## src/rtl/i2c_slv_l2_writer.sv

```systemverilog
// Packs I2C slave receive bytes into 32-bit little-endian words and writes them to L2 over a req/gnt port.
// Optional running byte checksum on chksum_o when I2C_SLV_L2_WRITER_CHKSUM_EN is defined.
//
// state    | meaning
// ---------+-------------------------------------------------------------
// S_IDLE   | waiting for an enabled START, nothing pending
// S_ACTIVE | accepting bytes, packing words, issuing full-word writes
// S_DRAIN  | STOP seen: flush the partial word, wait for the write buffer
module i2c_slv_l2_writer #(
  parameter int MAX_WORDS  = 1024,
  parameter int ADDR_WIDTH = 32
) (
  input  logic                  clk_i,
  input  logic                  rst_i,
  input  logic                  enable_i,
  input  logic [ADDR_WIDTH-1:0] base_addr_i,
  input  logic                  start_i,
  input  logic                  stop_i,
  input  logic                  rx_valid_i,
  input  logic [7:0]            rx_data_i,
  output logic                  rx_ready_o,
  output logic                  mem_req_o,
  input  logic                  mem_gnt_i,
  output logic                  mem_we_o,
  output logic [ADDR_WIDTH-1:0] mem_addr_o,
  output logic [31:0]           mem_wdata_o,
  output logic [3:0]            mem_be_o,
  output logic                  busy_o,
  output logic                  done_o,
  output logic [15:0]           word_cnt_o,
  output logic                  overflow_o,
  output logic [7:0]            chksum_o
);

  typedef enum logic [1:0] {
    S_IDLE   = 2'd0,
    S_ACTIVE = 2'd1,
    S_DRAIN  = 2'd2
  } state_t;

  state_t                r_state;
  state_t                w_state_nxt;
  logic [ADDR_WIDTH-1:0] r_addr;
  logic [31:0]           r_asm;
  logic [1:0]            r_byte_idx;
  logic [31:0]           r_wb_data;
  logic [ADDR_WIDTH-1:0] r_wb_addr;
  logic [3:0]            r_wb_be;
  logic                  r_wb_valid;
  logic [15:0]           r_word_cnt;
  logic                  r_overflow;

  logic                  w_rx_ready;
  logic                  w_accept;
  logic                  w_start;
  logic                  w_done;
  logic [31:0]           w_asm_acc;
  logic [1:0]            w_idx_acc;
  logic                  w_full;
  logic                  w_flushing;
  logic                  w_partial;
  logic                  w_push;
  logic                  w_room;
  logic [3:0]            w_push_be;

  assign w_rx_ready = (r_state == S_ACTIVE) && !((r_byte_idx == 2'd3) && r_wb_valid);
  assign w_accept   = rx_valid_i && w_rx_ready;

  always_comb begin
    w_state_nxt = r_state;
    w_done      = 1'b0;
    case (r_state)
      S_IDLE: begin
        if (start_i && enable_i && !stop_i) w_state_nxt = S_ACTIVE;
      end
      S_ACTIVE: begin
        if (stop_i) w_state_nxt = S_DRAIN;
      end
      S_DRAIN: begin
        if ((r_byte_idx == 2'd0) && !r_wb_valid) begin
          w_state_nxt = S_IDLE;
          w_done      = 1'b1;
        end
      end
      default: w_state_nxt = S_IDLE;
    endcase
  end

  assign w_start = (r_state == S_IDLE) && (w_state_nxt == S_ACTIVE);

  always_comb begin
    w_asm_acc = r_asm;
    if (w_accept) w_asm_acc[{r_byte_idx, 3'b000} +: 8] = rx_data_i;
  end

  assign w_idx_acc = w_accept ? (r_byte_idx + 2'd1) : r_byte_idx;
  assign w_full    = w_accept && (r_byte_idx == 2'd3);

  // The partial word may leave in the STOP cycle itself, so a byte arriving with STOP is included.
  assign w_flushing = ((r_state == S_ACTIVE) && stop_i) || (r_state == S_DRAIN);
  assign w_partial  = w_flushing && !w_full && (w_idx_acc != 2'd0) && !r_wb_valid;
  assign w_push     = w_full || w_partial;
  assign w_room     = {16'd0, r_word_cnt} < 32'(MAX_WORDS);

  always_comb begin
    w_push_be = 4'b1111;
    if (!w_full) begin
      case (w_idx_acc)
        2'd1:    w_push_be = 4'b0001;
        2'd2:    w_push_be = 4'b0011;
        2'd3:    w_push_be = 4'b0111;
        default: w_push_be = 4'b0000;
      endcase
    end
  end

  always_ff @(posedge clk_i or posedge rst_i) begin
    if (rst_i) begin
      r_state    <= S_IDLE;
      r_addr     <= '0;
      r_asm      <= '0;
      r_byte_idx <= 2'd0;
      r_wb_data  <= '0;
      r_wb_addr  <= '0;
      r_wb_be    <= 4'd0;
      r_wb_valid <= 1'b0;
      r_word_cnt <= 16'd0;
      r_overflow <= 1'b0;
    end else begin
      r_state <= w_state_nxt;
      if (r_wb_valid && mem_gnt_i) r_wb_valid <= 1'b0;
      if (w_start) begin
        r_addr     <= base_addr_i & ~ADDR_WIDTH'(3);
        r_asm      <= '0;
        r_byte_idx <= 2'd0;
        r_word_cnt <= 16'd0;
        r_overflow <= 1'b0;
      end else if (w_push) begin
        // A push only happens with the buffer free, so the load cannot collide with a grant.
        r_asm      <= '0;
        r_byte_idx <= 2'd0;
        if (w_room) begin
          r_wb_valid <= 1'b1;
          r_wb_data  <= w_asm_acc;
          r_wb_addr  <= r_addr;
          r_wb_be    <= w_push_be;
          r_addr     <= r_addr + ADDR_WIDTH'(4);
          if (r_word_cnt != 16'hFFFF) r_word_cnt <= r_word_cnt + 16'd1;
        end else begin
          r_overflow <= 1'b1;
        end
      end else begin
        r_asm      <= w_asm_acc;
        r_byte_idx <= w_idx_acc;
      end
    end
  end

`ifdef I2C_SLV_L2_WRITER_CHKSUM_EN
  logic [7:0] r_chksum;

  always_ff @(posedge clk_i or posedge rst_i) begin
    if (rst_i) begin
      r_chksum <= 8'h00;
    end else if (w_start) begin
      r_chksum <= 8'h00;
    end else if (w_accept) begin
      r_chksum <= r_chksum + rx_data_i;
    end
  end

  assign chksum_o = r_chksum;
`else
  assign chksum_o = 8'h00;
`endif

  assign rx_ready_o  = w_rx_ready;
  assign mem_req_o   = r_wb_valid;
  assign mem_we_o    = r_wb_valid;
  assign mem_addr_o  = r_wb_addr;
  assign mem_wdata_o = r_wb_data;
  assign mem_be_o    = r_wb_be;
  assign busy_o      = (r_state != S_IDLE);
  assign done_o      = w_done;
  assign word_cnt_o  = r_word_cnt;
  assign overflow_o  = r_overflow;

endmodule

```

## config.mk

```make
export PLATFORM = sky130hd
export DESIGN_NAME = i2c_slv_l2_writer
export DESIGN_NICKNAME = d
export VERILOG_FILES = /design/src/rtl/i2c_slv_l2_writer.sv
export SDC_FILE = /design/constraint.sdc
export NUM_CORES = 1
export LEC_CHECK = 0
export BUFFER_PORTS_ARGS = -buffer_cell sky130_fd_sc_hd__buf_2
export CELL_PAD_IN_SITES_DETAIL_PLACEMENT = 0
export CELL_PAD_IN_SITES_GLOBAL_PLACEMENT = 1
export CORE_MARGIN = 3
export CORE_UTILIZATION = 37
export DETAILED_ROUTE_END_ITERATION = 6
export PLACE_DENSITY_LB_ADDON = 0.12
export SETUP_SLACK_MARGIN = 0.1
export SYNTH_ARGS = -nofsm -noshare
export SYNTH_HDL_FRONTEND = slang
export SYNTH_SLANG_ARGS = --single-unit
```

## constraint.sdc

```tcl
create_clock -name clk_i -period 3.8 [get_ports clk_i]
set_input_delay 0.19 -clock clk_i [delete_from_list [all_inputs] [get_ports clk_i]]
set_output_delay 0.19 -clock clk_i [all_outputs]
set_load 0.05 [all_outputs]
```

* After elaboration in Yosys (flattened, before gate mapping)
Cells that the tools add are included.
** Word-level totals
- Register bits after elaboration :: 154
- Input port bits :: 47
- Logic and storage cells :: 86
** Cells by class
- Shift-type cells :: 2
- $add $sub $neg :: 4
- Reductions and logical operators :: 30
- Mux-type cells :: 29
- Magnitude comparators :: 1
- Equal/unequal tests :: 9
- Bitwise logic cells :: 1
** Operators by type and width (count)
- $mux 32 :: 6
- $mux 16 :: 4
- $add 32x3->32 const B :: 1
- $bwmux 32 :: 1
- $shift 8x7->32 const A :: 1
- $shiftx 8x7->32 :: 1
- $add 16x1->16 const B :: 1
- $lt 16x11->1 const B :: 1
- $ne 16x16->1 const B :: 1
- $logic_and 1x1->1 :: 13
- $mux 2 :: 6
- $reduce_bool 2->1 :: 5
- $mux 1 :: 9
- $pmux 3 s3 :: 1
- $eq 2x2->1 const B :: 4
- $neg 5->7 :: 1
- $eq 2x1->1 const B :: 3
- $pmux 2 s3 :: 1
- $reduce_and 3->1 :: 2
- $logic_not 1->1 :: 4
- $logic_not 2->1 :: 2
- $mux 4 :: 1
- $reduce_and 2->1 :: 2
- $add 2x1->2 const B :: 1
- 3 further kinds :: 4

* Depth between registers and ports, before layout
Gate-level depths: netlist (run 1).
- Depth after elaboration :: 13
- Mapped depth :: 13
- Gate-level depth less buffers :: 7

* Worst setup path before layout (run 1)
No wires, ideal clock.
- Kind :: reg-to-reg
- Start :: register r_byte_idx[0]
- End :: register r_word_cnt[5], in the netlist word_cnt_o[5]
- Stages on the path, launching flop included :: 13
- Required time :: 3.675 ns
- Arrival :: 2.609 ns
- Library setup time :: 0.125 ns
- Setup slack :: 1.067 ns
- Path through :: dfrtp_1 -> buf_2 -> inv_1 -> ha_1 -> clkbuf_1 -> or3b_2 -> a2bb2oi_4 -> or3_1 -> buf_2 -> buf_6 -> buf_4 -> o21ai_0 -> mux2_2
** Between the ends
- Cells in the longest elaborated chain, start to end :: 13
- Elaborated cells on any way between the ends :: 25
- Those cells by class :: add/sub (1); eq/ne (2); mux (4); reduce/logical (18)
** Ends and longest elaborated chain
- start: declaration :: RTL line 45 : logic [1:0] r_byte_idx;
- start signal: assignment :: RTL line 154 : r_byte_idx <= w_idx_acc;
- $eq 2x2->1 :: RTL line 66, 97
- $logic_and 1x1->1 :: RTL line 66 : assign w_rx_ready = (r_state == S_ACTIVE) && !((r_byte_idx == 2'd3) && r_wb_valid);
- $logic_not 1->1 :: RTL line 66
- $logic_and 1x1->1 :: RTL line 66
- $logic_and 1x1->1 :: RTL line 67 : assign w_accept = rx_valid_i && w_rx_ready;
- $logic_and 1x1->1 :: RTL line 97 : assign w_full = w_accept && (r_byte_idx == 2'd3);
- $logic_not 1->1
- $logic_and 1x1->1 (3 in series) :: RTL line 101 : assign w_partial = w_flushing && !w_full && (w_idx_acc != 2'd0) && !r_wb_valid;
- $logic_or 1x1->1 :: RTL line 102 : assign w_push = w_full || w_partial;
- $reduce_bool 2->1 (no source line)
- $reduce_and 3->1 (no source line)
- end signal: assignment :: RTL line 148 : if (r_word_cnt != 16'hFFFF) r_word_cnt <= r_word_cnt + 16'd1;
- end: declaration :: RTL line 50 : logic [15:0] r_word_cnt;
Several ways; a longest one is shown, not always the timed one.
A chain may end at the register's enable or synchronous reset.

* Worst setup path in the final report (run 1)
- Start :: register r_byte_idx[0]
- End :: register r_wb_data[10], in the netlist mem_wdata_o[10]
** Between the ends
- Cells in the longest elaborated chain, start to end :: 12
- Elaborated cells on any way between the ends :: 27
- Those cells by class :: add/sub (2); eq/ne (2); shift (2); mux (5); bitwise (1); reduce/logical (15)
** Ends and longest elaborated chain
- branches (longest 12 deep; another with $neg 5->7)
- end signal: assignment :: RTL line 144 : r_wb_data <= w_asm_acc;
- end: declaration :: RTL line 46 : logic [31:0] r_wb_data;
Several ways; the timed one is not identified.

==> results of run 1 <==
## what timing repair did
action	CTS	global route
setup buffers	0	0
hold buffers	1	0
endpoints found under the hold margin	1	0
setup endpoints to repair	0	0
## per-layer routing
metal / track usage / routed length [um] / vias to the layer above
met1: 0.279 / 9250 / 2824
met2: 0.273 / 8150 / 151
met5: 0 / 0 / -
met4: 0.0605 / 291 / 0
li1: - / - / 2882
met3: 0.0529 / 1100 / 23
## cell type report
cell class	instances	share of cell area
inverter	17	0.00808
multi-input combinational	561	0.345
clock inverter	12	0.0153
sequential	150	0.449
timing repair buffer	145	0.0954
tap	229	0.0343
antenna	1	0.000299
clock buffer	20	0.0534
## cell usage after synthesis, drive strengths merged (8+ instances only)
cell	count
nand2	169
dfrtp	150
nor2	96
o21ai	62
a21oi	54
clkbuf	27
buf	26
nand3	20
inv	17
nand4	14
a31oi	12
nor3	12
and3	10
and2	9
o221a	8
or3	8
## logic make-up after synthesis
group / count (synthesis) / share of synthesized area
flip-flops: 150 / 0.543
other: 1 / 0.000543
AO/OA/AOI/OAI: 169 / 0.150
adder cells (fa/ha/maj): 6 / 0.0109
XOR/XNOR: 3 / 0.00380
multiplexers: 2 / 0.00308
AND/OR/NAND/NOR: 371 / 0.241
buffers and inverters: 70 / 0.0478
## worst reg2reg max path: stages, from the launching register on
cell and delay (ns):
dfrtp_1 0.53, inv_1 0.17, ha_1 0.43, or3b_2 0.53, a2bb2oi_4 0.25, or3_4 0.49, buf_12 0.26, buf_4 0.22
o21ai_0 0.10
## worst min-delay path by stage
stage,cells after the start,from,endpoint
6_report,3,rst_i,mem_wdata_o[14]
5_1_grt,3,base_addr_i[3],r_addr[3]
4_1_cts,3,base_addr_i[3],r_addr[3]
3_5_place_dp,2,mem_gnt_i,mem_req_o
3_3_place_gp,2,mem_gnt_i,mem_req_o
2_1_floorplan,1,stop_i,r_state[0]
## stage by stage
step	total power [uW]	hold WS (ns)	worst slack (ns)	cell area [um^2]	util
CTS	6450	0.0113	0.678	8360	0.461
global placement	4730	0.373	0.765	7780	0.429
finish	6400	-0.0903	0.704	8370	0.461
detailed placement	4770	0.383	0.683	7780	0.429
floorplan	4130	0.261	1.07	6950	-
global route	6790	0.0295	0.447	8370	0.461
## flip-flops by register name (all words and copies together) (netlist names)
name / count
r_state: 2
mem_addr_o: 30
overflow_o: 1
mem_req_o: 1
word_cnt_o: 16
r_byte_idx: 2
r_addr: 30
r_asm: 32
mem_wdata_o: 32
mem_be_o: 4
## layout by cell type (no fill, tap or decap), types with 3 or more instances in the layout
cell / count
inv_1: 16
o221a_2: 8
nor3b_1: 3
o22ai_1: 3
buf_2: 132
o21ai_0: 61
or4_1: 6
nor4_1: 6
dfrtp_1: 150
and4_1: 3
nand3_1: 20
ha_1: 6
conb_1: 10
a21oi_1: 54
clkinvlp_4: 5
nor3_1: 11
clkbuf_16: 17
nand4_1: 14
o31ai_1: 5
nor2_1: 96
a31oi_1: 12
clkinv_2: 4
and3_1: 10
nand2b_1: 3
and2_1: 9
nand2_1: 169
or3_1: 7
buf_12: 3
buf_4: 9
o21a_1: 4
## where the power goes
part / leakage (uW) / total (uW) / switching, uW / internal [uW]
sequential: 0.00193 / 2360 / 358 / 2000
clock: 0.000273 / 1660 / 679 / 982
combinational: 0.00185 / 2380 / 1750 / 630
==> metrics.md, run 1 <==
| Metric | Value |
|---|---|
| Post-synthesis cell count | 772 |
| WHS | -0.0903 ns |
| Clk slew on worst S/H paths | 0.06 ns |
| Reg2reg setup slack | 0.70 ns |
| GRT Residual Overflow | 0 |
| Setup TNS | 0 ns |
| Crit Reg-Reg Startpoint | r_byte_idx[0] |
| Die ar. | 20400 um^2 |
| Die span in x | ~140 um |
| Sequential area share after synthesis | 0.543 |
| Largest net degree at the start of global routing | around 150 |
| Via/cell ratio | 5.18 |
| Synth async-reset ratio | 1.00 |
| Least-Margin Pin Slew | 0.923 ns |
| H-tree Lvls | 4 |
| Setup violations, final | 0 |
| Final-report hold violation count | 33 |
| Clk sinks | 150 |
| Pins Over Slew Limit | 0 |
| Placer congestion estimate | 0.807 |
| I/O pins | roughly 150 |
| Most used DFF post-synth | dfrtp_1 |
| CTS tree | built |
| Period utilization | 0.815 |
| Max Freq | 323 MHz |
| PwrDens | about 760 nW/um^2 |
| RSZ-0062 raised after global routing | false |
| Routed wire length | roughly 19000 um |
| Failing checks | hold timing |
| Num rows | 49 |
| Max incr delay on CP | 0.53 ns |
| CP endpoint | mem_wdata_o[10] |
| WP data arrival | 3.40 ns |
| Number of global-route vias before repair | ~6000 |
| Worst r2r dst | mem_wdata_o[10] |
| LEAKAGE | 0.00405 uW |
| Cell count of the worst reg-to-reg path | 8 |
| Layout Nets | 945 |
| Worst Setup End Kind | register |
| Netlist cell types | 60 |
| Syn avg cell area | 8.95 um^2 |
| Clk_skew | 0.00819 ns |
| Worst path bufs/invs | 3 |
| Final min period | just over 3 ns |
| Worst vdd ir | 388 uV |
| Clock latency on the worst-skew pair | 0.43 ns |
| Top-area cell type share of the netlist area | 0.543 |
| Finished Layout Cells | 1135 |
| Cells after DPL | 1101 |
| Core ar. | 18100 um^2 |
| Slowest cell on the critical path | dfrtp_1 |
| Number of synthesized flops with an enable pin | 0 |
| Relative slew slack | 0.385 |
| Critical-path cell list | inv_1 > ha_1 > or3b_2 > a2bb2oi_4 > or3_4 > buf_12 > buf_4 > o21ai_0 |
| Post-DP HPWL | 12800 um |
| Number of remaining DRC errors | 0 |
| I/O Buffers | 132 |
| Max clock buf depth | 2 |
| Crit path max-delay family | simple AND/OR/NAND/NOR gates |
| Post-Syn Area | 6910 um^2 |
| GRT Util Overall | 0.190 |
| Initial DRC count | ~380 |
| Number of stages on the worst setup path | 8 |
| Critical path startpoint category | register |
| Synth Warn # | 0 |
| Status | finished, violations left |
| Maxcap violations | 0 |
| Filler cells | 1820 |
| First-pass GRT wire length | 31000 um |
| Die Y-Extent | 143 um |
| First-pass DRT Iterations | 5 |
| Synth area leaders | dfrtp_1, nand2_1, nor2_1 |
| Register Area | about 3800 um^2 |
| Layout cells sized above 1 | 0.217 |
| Layout area overhead | 21.1% |
| Crit path kind | register to register |
| Synthesis-stage register bit count | 150 |
| Critical Path RT | 4.10 ns |
| CTS-repair resized insts | 0 |
| Crit path max fanout | 44 |
| Routed len/inst | 16.6 um |
| Cell taking the most area after synthesis | dfrtp_1 |
| DR vias | 5880 |
| Worst Setup SP | r_byte_idx[0] |
| Root Buffer | clkbuf_16 |
| HP Class | input port to asynchronous set/reset pin |
| CTS Buf Count | 17 |
| DRT antenna net count | 0 |
| Initial antenna violation count | 1 |
| Starting density of the core | 0.381 |
| Multi-input gate area in the final layout | between 2000 and 3000 um^2 |
Note: power is estimated with default switching activity, not from simulation.
==> run 2: changes to the inputs <==
- ABC_AREA: unset -> 1
- CORE_UTILIZATION: 37 -> 40
- clock period: 3.8 -> 2.9 ns (I/O delays scaled with it)
==> metrics.md, run 2 <==
| Metric | Value |
|---|---|
| Worst path bufs/invs | 3 (unchanged) |
| Final core utilization | 0.498 (+0.0367) |
| Largest net degree at the start of global routing | 151 (unchanged) |
| First-pass GRT wire length | 32500 um (+4.9%) |
| Synthesis-stage register bit count | 150 (unchanged) |
| LEAKAGE | 0.00493 uW (+22%) |
| Synth Warn # | 0 (unchanged) |
| Synth async-reset ratio | 1.00 (unchanged) |
| Status | finished, violations left |
| Setup violations, final | 0 (unchanged) |
| Via/cell ratio | 4.78 (-7.8%) |
| DR vias | 6675 (+14%) |
| CTS tree | built |
| WP data arrival | 2.90 ns (-0.50 ns) |
| Worst Setup End Kind | register |
| Crit path kind | register to register |
| Starting density of the core | 0.415 (+0.0345) |
| Number of synthesized flops with an enable pin | 0 (unchanged) |
| Postcts setup bufs | 0 (unchanged) |
| Die Y-Extent | 144 um (+0.91%) |
| Die span in x | 144 um (+0.91%) |
| Layout area overhead | 19.8% |
| Initial antenna violation count | 0 (-1) |
| Cell taking the most area after synthesis | dfrtp_1 |
| Global routing usage on met3 | 0.0313 (-0.0216) |
| Synth area leaders | dfrtp_1, nand2_1, nand3_1 |
| Critical-path cell list | inv_1 > ha_1 > inv_1 > nand4_2 > nand2_1 > nand3_1 > nand3_4 > buf_16 > nand3_1 > nand2_1 |
| Clk sinks | 150 (unchanged) |
| Final-report hold violation count | 26 (-21%) |
| Layout cells sized above 1 | 0.162 (-0.0548) |
| Reg2reg setup slack | 0.37 ns (-0.33 ns) |
| Post-DP HPWL | 14000 um (+9.4%) |
| Finished Layout Cells | 1397 (+23%) |
| Num rows | 49 (unchanged) |
| Root Buffer | clkbuf_16 |
| Routed len/inst | 14.4 um (-13%) |
| Crit path max fanout | 98 (+120%) |
| Cells after DPL | 1355 (+23%) |
| Initial DRC count | 344 (-9.7%) |
| Netlist cell types | 31 (-48%) |
| Maxcap violations | 0 (unchanged) |
| Critical Path RT | 3.27 ns (-0.83 ns) |
| Period utilization | 0.873 (+0.0579) |
| Ant. Diodes | 0 (-1) |
| Failing checks | hold timing |
| Relative slew slack | 0.457 (+0.0720) |
| Routed wire length | 20100 um (+7.1%) |
| Slowest cell on the critical path | dfrtp_1 |
| GR Layer Usage met1 | 0.265 (-0.0145) |
| Number of global-route vias before repair | 6309 (+7.8%) |
| Pins Over Slew Limit | 0 (unchanged) |
| Tot Pwr | 8710 uW (+36%) |
| HP Class | input port to asynchronous set/reset pin |
| GRT Residual Overflow | 0 (unchanged) |
| Setup TNS | 0 ns (unchanged) |
| Critical path startpoint category | register |
| Top-area cell type share of the netlist area | 0.493 (-0.0502) |
| RSZ-0062 raised after global routing | false |
| First-pass DRT Iterations | 4 (-1) |
| Die ar. | 20700 um^2 (+1.8%) |
| DRT antenna net count | 0 (unchanged) |
| Placer congestion estimate | 0.848 (+5.0%) |
| Clk_skew | 0.00880 ns (+0.000613 ns) |
| Max clock buf depth | 2 (unchanged) |
| Clock latency on the worst-skew pair | 0.43 ns (about the same) |
| Sequential area share after synthesis | 0.493 (-0.0502) |
| Most used DFF post-synth | dfrtp_1 |
| Crit path max-delay family | simple AND/OR/NAND/NOR gates |
| CTS Buf Count | 17 (unchanged) |
| Leading cell types in the layout, fill and taps excluded | nand2_1, dfrtp_1, buf_2 |
| Post-synthesis cell count | 1023 (+33%) |
| Layout Nets | 1208 (+28%) |
| Top post-synthesis cells by count | nand2_1, dfrtp_1, nor2_1 |
| GRT Util Overall | 0.198 (+0.00782) |
| H-tree Lvls | 4 (unchanged) |
| Max Freq | 395 MHz (+22%) |
| Worst vdd ir | 502 uV (+29%) |
| Post-Syn Area | 7610 um^2 (+10%) |
| Global routing's busiest layer | met2 |
| Max incr delay on CP | 0.40 ns (-0.13 ns) |
| Core ar. | 18300 um^2 (+1.0%) |
| Final min period | 2.53 ns (-0.565 ns) |
| Met2 Track Usage GR | 0.330 (+0.0572) |
| PwrDens | 954 nW/um^2 (+25%) |
| Syn avg cell area | 7.44 um^2 (-17%) |
| Number of remaining DRC errors | 0 (unchanged) |
| WHS | -0.0480 ns (+0.0423 ns) |
| Clk slew on worst S/H paths | 0.07 ns (about the same) |
| I/O pins | 145 (unchanged) |
| Most common cell after layout, fill and taps aside | nand2_1 |
| Least-Margin Pin Slew | 0.815 ns (-0.108 ns) |
| I/O Buffers | 132 (unchanged) |
| Most frequent cell after synthesis | nand2_1 |
==> run 2: cell count changes after synthesis, moves of 10 or more <==
| cell | delta |
|---|---|
| o21ai_0 | -38 |
| buf_4 | +11 |
| clkbuf_1 | -19 |
| nand4_1 | -11 |
| inv_1 | +52 |
| nand3_1 | +66 |
| o21ai_1 | +43 |
| nand2_1 | +270 |
| a31oi_1 | -12 |
| and3_1 | -10 |
| a21oi_1 | -37 |
| xor2_1 | +14 |
==> run 2: layout make-up <==
type	instances	area, um^2
timing repair buffer	153	888
sequential	150	3750
clock inverter	14	174
tap	229	287
multi-input combinational	759	3300
clock buffer	18	439
fill	1897	9210
inverter	74	282
==> run 2: worst min-delay path: stages <==
cell	delay, ns
buf_2	0.11
clkinvlp_4	0.07
buf_12	0.57
==> run 2: path summary, 6_finish.rpt <==
check                                startpoint             to  depth (start not counted)
worst max register to register    r_byte_idx[0]     r_addr[21]                         10
worst max-delay path              r_byte_idx[0]     r_addr[21]                         10
worst min register to register      mem_be_o[0]    mem_be_o[0]                          1
min in group clk_i              base_addr_i[12]     r_addr[12]                          5
worst min-delay path                      rst_i  word_cnt_o[6]                          3
max in group asynchronous                 rst_i      r_addr[4]                          3
==> run 2: metal layers <==
metal / part of all wire / vias up / wire length (um)
met5: 0 / - / 0
met4: 0.016 / 0 / 328
met3: 0.035 / 26 / 708
met2: 0.48 / 138 / 9640
met1: 0.47 / 3064 / 9450
li1: - / 3447 / -
==> run 2: through the flow <==
step                      worst slack [ns]  area, um^2  hold WS (ns)
after detailed placement             0.350        8400         0.333
after floorplan                      0.693        7650         0.241
after global routing                 0.118        9120        0.0206
after CTS                            0.360        9110       0.00114
final                                0.369        9120       -0.0480
after global placement               0.370        8400         0.332
==> run 2: kinds of logic (layout without fill, tap and decap cells) <==
| logic type | after synthesis | in the layout | synth area share |
|---|---|---|---|
| DFF | 150 | 150 | 0.493 |
| other | 1 | 10 | 0.000493 |
| xor gates and xnor gates | 17 | 17 | 0.0196 |
| buffers and inverters | 123 | 259 | 0.0790 |
| and+or+nand+nor | 641 | 641 | 0.342 |
| adders and majority gates | 6 | 6 | 0.00986 |
| AOI/OAI and AO/OA | 85 | 85 | 0.0562 |
==> run 2: where the power goes <==
| group | switching (uW) | internal [uW] | total (uW) |
|---|---|---|---|
| clock | 932 | 1390 | 2320 |
| sequential | 443 | 2610 | 3060 |
| combinational | 2490 | 846 | 3330 |
==> run 2: repair_timing <==
action	4_1_cts	5_1_grt
gates resized for setup	0	1
endpoints found under the setup margin	0	2
hold endpoints to repair	10	0
hold buffers	10	0
==> run 3: changes to the inputs <==
- CELL_PAD_IN_SITES_DETAIL_PLACEMENT: 0 -> unset
- CELL_PAD_IN_SITES_GLOBAL_PLACEMENT: 1 -> unset
- CORE_UTILIZATION: 40 -> 49
- MAX_ROUTING_LAYER: unset -> met4
==> metrics.md, run 3 (synthesis results as in run 2) <==
| Metric | Value |
|---|---|
| Max clock buf depth | 2 (unchanged) |
| Post-place setup slack | 0.386 ns (+0.0357 ns) |
| Via/cell ratio | 5.03 (+5.3%) |
| I/O pins | 145 (unchanged) |
| Setup slack after layout | 0.343 ns (-0.0267 ns) |
| HP Class | input port to register |
| Number of remaining DRC errors | 0 (unchanged) |
| Leading cell types in the layout, fill and taps excluded | nand2_1, dfrtp_1, buf_2 |
| Routed wire length | 18900 um (-6.0%) |
| Clk sinks | 150 (unchanged) |
| Worst Setup SP | r_byte_idx[0] |
| Clk slew on worst S/H paths | 0.06 ns (about the same) |
| PwrDens | 973 nW/um^2 (+2.0%) |
| Maxcap violations | 0 (unchanged) |
| Clk_skew | 0.00747 ns (-0.00134 ns) |
| Critical Path RT | 3.26 ns (about the same) |
| Final-report hold violation count | 0 (-100%) |
| CTS Buf Count | 17 (unchanged) |
| Status | finished, final reports clean |
| WP data arrival | 2.92 ns (+0.02 ns) |
| CTS-repair resized insts | 0 (unchanged) |
| Core ar. | 14900 um^2 (-19%) |
| Crit path kind | register to register |
| Setup TNS | 0 ns (unchanged) |
| Min-delay src | base_addr_i[17] |
| Setup violations, final | 0 (unchanged) |
| GRT Util Overall | 0.233 (+0.0347) |
| Placer congestion estimate | 0.953 (+12%) |
| DR vias | 6787 (+1.7%) |
| CTS tree | built |
| I/O Buffers | 132 (unchanged) |
| Critical path startpoint category | register |
| First-pass DRT Iterations | 5 (+1) |
| Die Y-Extent | 131 um (-9.2%) |
| Layout Nets | 1205 (-0.25%) |
| Worst vdd ir | 513 uV (+2.2%) |
| Postcts setup bufs | 0 (unchanged) |
| Initial antenna violation count | 0 (unchanged) |
| Hold_buf cts | 6 (-4) |
| Die span in x | 131 um (-9.2%) |
| Crit Reg-Reg Startpoint | r_byte_idx[0] |
| Layout cells sized above 1 | 0.162 (+0.000417) |
| Worst Setup End Kind | register |
| Final min period | 2.56 ns (+0.0267 ns) |
| Starting density of the core | 0.512 (+0.0969) |
| Die ar. | 17100 um^2 (-18%) |
| Largest net degree at the start of global routing | 123 (-19%) |
| DRT antenna net count | 0 (unchanged) |
| Relative slew slack | 0.482 (+0.0250) |
| Most common cell after layout, fill and taps aside | nand2_1 |
| H-tree Lvls | 4 (unchanged) |
| GRT Residual Overflow | 0 (unchanged) |
| First-pass GRT wire length | 30300 um (-6.8%) |
| Pins Over Slew Limit | 0 (unchanged) |
| Max Freq | 391 MHz (-1.0%) |
| RSZ-0062 raised after global routing | false |
| Routed len/inst | 14.0 um (-2.7%) |
| Initial DRC count | 458 (+33%) |
| Post-DP HPWL | 13400 um (-4.5%) |
| Crit path max fanout | 122 (+24%) |
| Number of global-route vias before repair | 6135 (-2.8%) |
| Num rows | 44 (-10%) |
| LEAKAGE | 0.00493 uW (about the same) |
| Period utilization | 0.882 (+0.00922) |
| Least-Margin Pin Slew | 0.775 ns (-0.0391 ns) |
| Clock latency on the worst-skew pair | 0.43 ns (about the same) |
| Ant. Diodes | 0 (unchanged) |
| Layout area overhead | 19.3% |
| Root Buffer | clkbuf_16 |
==> run 3: cell types whose count changed in the layout (fill, tap and decap cells not counted) <==
cell           previous run  this run
buf_12                    2         4
clkinv_4                  4         2
inv_6                     3         4
clkinv_2                  3         1
buf_16                    1         0
dlygate4sd3_1            10         6
bufinv_16                 3         5
clkbuf_1                  0         1
==> run 3: path summary, 6_finish.rpt <==
check,endpoint,slack [ns],cells past startpoint
setup / recovery,r_addr[31],0.34,10
hold reg to reg,mem_be_o[0],0.46,1
setup reg to reg,r_addr[31],0.34,10
hold / removal,r_addr[17],0.007,5
min in group asynchronous,mem_req_o,0.40,3
max in group asynchronous,r_addr[31],1.72,4
==> run 3: critical path, stage by stage (launching register included) <==
cell and delay [ns]:
dfrtp_1 0.40, inv_1 0.14, ha_1 0.39, inv_1 0.14, nand4_2 0.17, nand2_1 0.15, nand3_1 0.19, nand3_4 0.17
buf_12 0.40, nand3_1 0.15, nand2_1 0.10
==> run 3: area by class of cell <==
cell class              count  area, um^2
clock inverters            13         215
multi-input cells         759        3300
clock buffers              19         443
flip-flops and latches    150        3750
repair buffers            150         861
inverters                  74         282
well taps                 184         230
fillers                  1419        5780
==> run 3: per-stage QoR <==
step	power, uW	instance area [um^2]	instances	utilization	hold slack (ns)
after floorplan	5630	7650	1032	-	0.241
after global placement	6360	8370	1311	0.563	0.324
after detailed placement	6410	8370	1311	0.563	0.320
after CTS	8900	9080	1349	0.611	0.0000235
after global routing	9380	9080	1349	0.611	0.0291
final	8840	9080	1349	0.611	0.00672
==> run 3: layer usage <==
metal,part of all wire,global-route usage
met3,0.048,0.0500
met4,0.011,0.0611
met1,0.45,0.305
met5,0,-
met2,0.49,0.371
==> run 3: power breakdown <==
group          total, uW  internal, uW  switching, uW
Clock               2460          1560            901
Combinational       3330           844           2490
Sequential          3050          2610            434
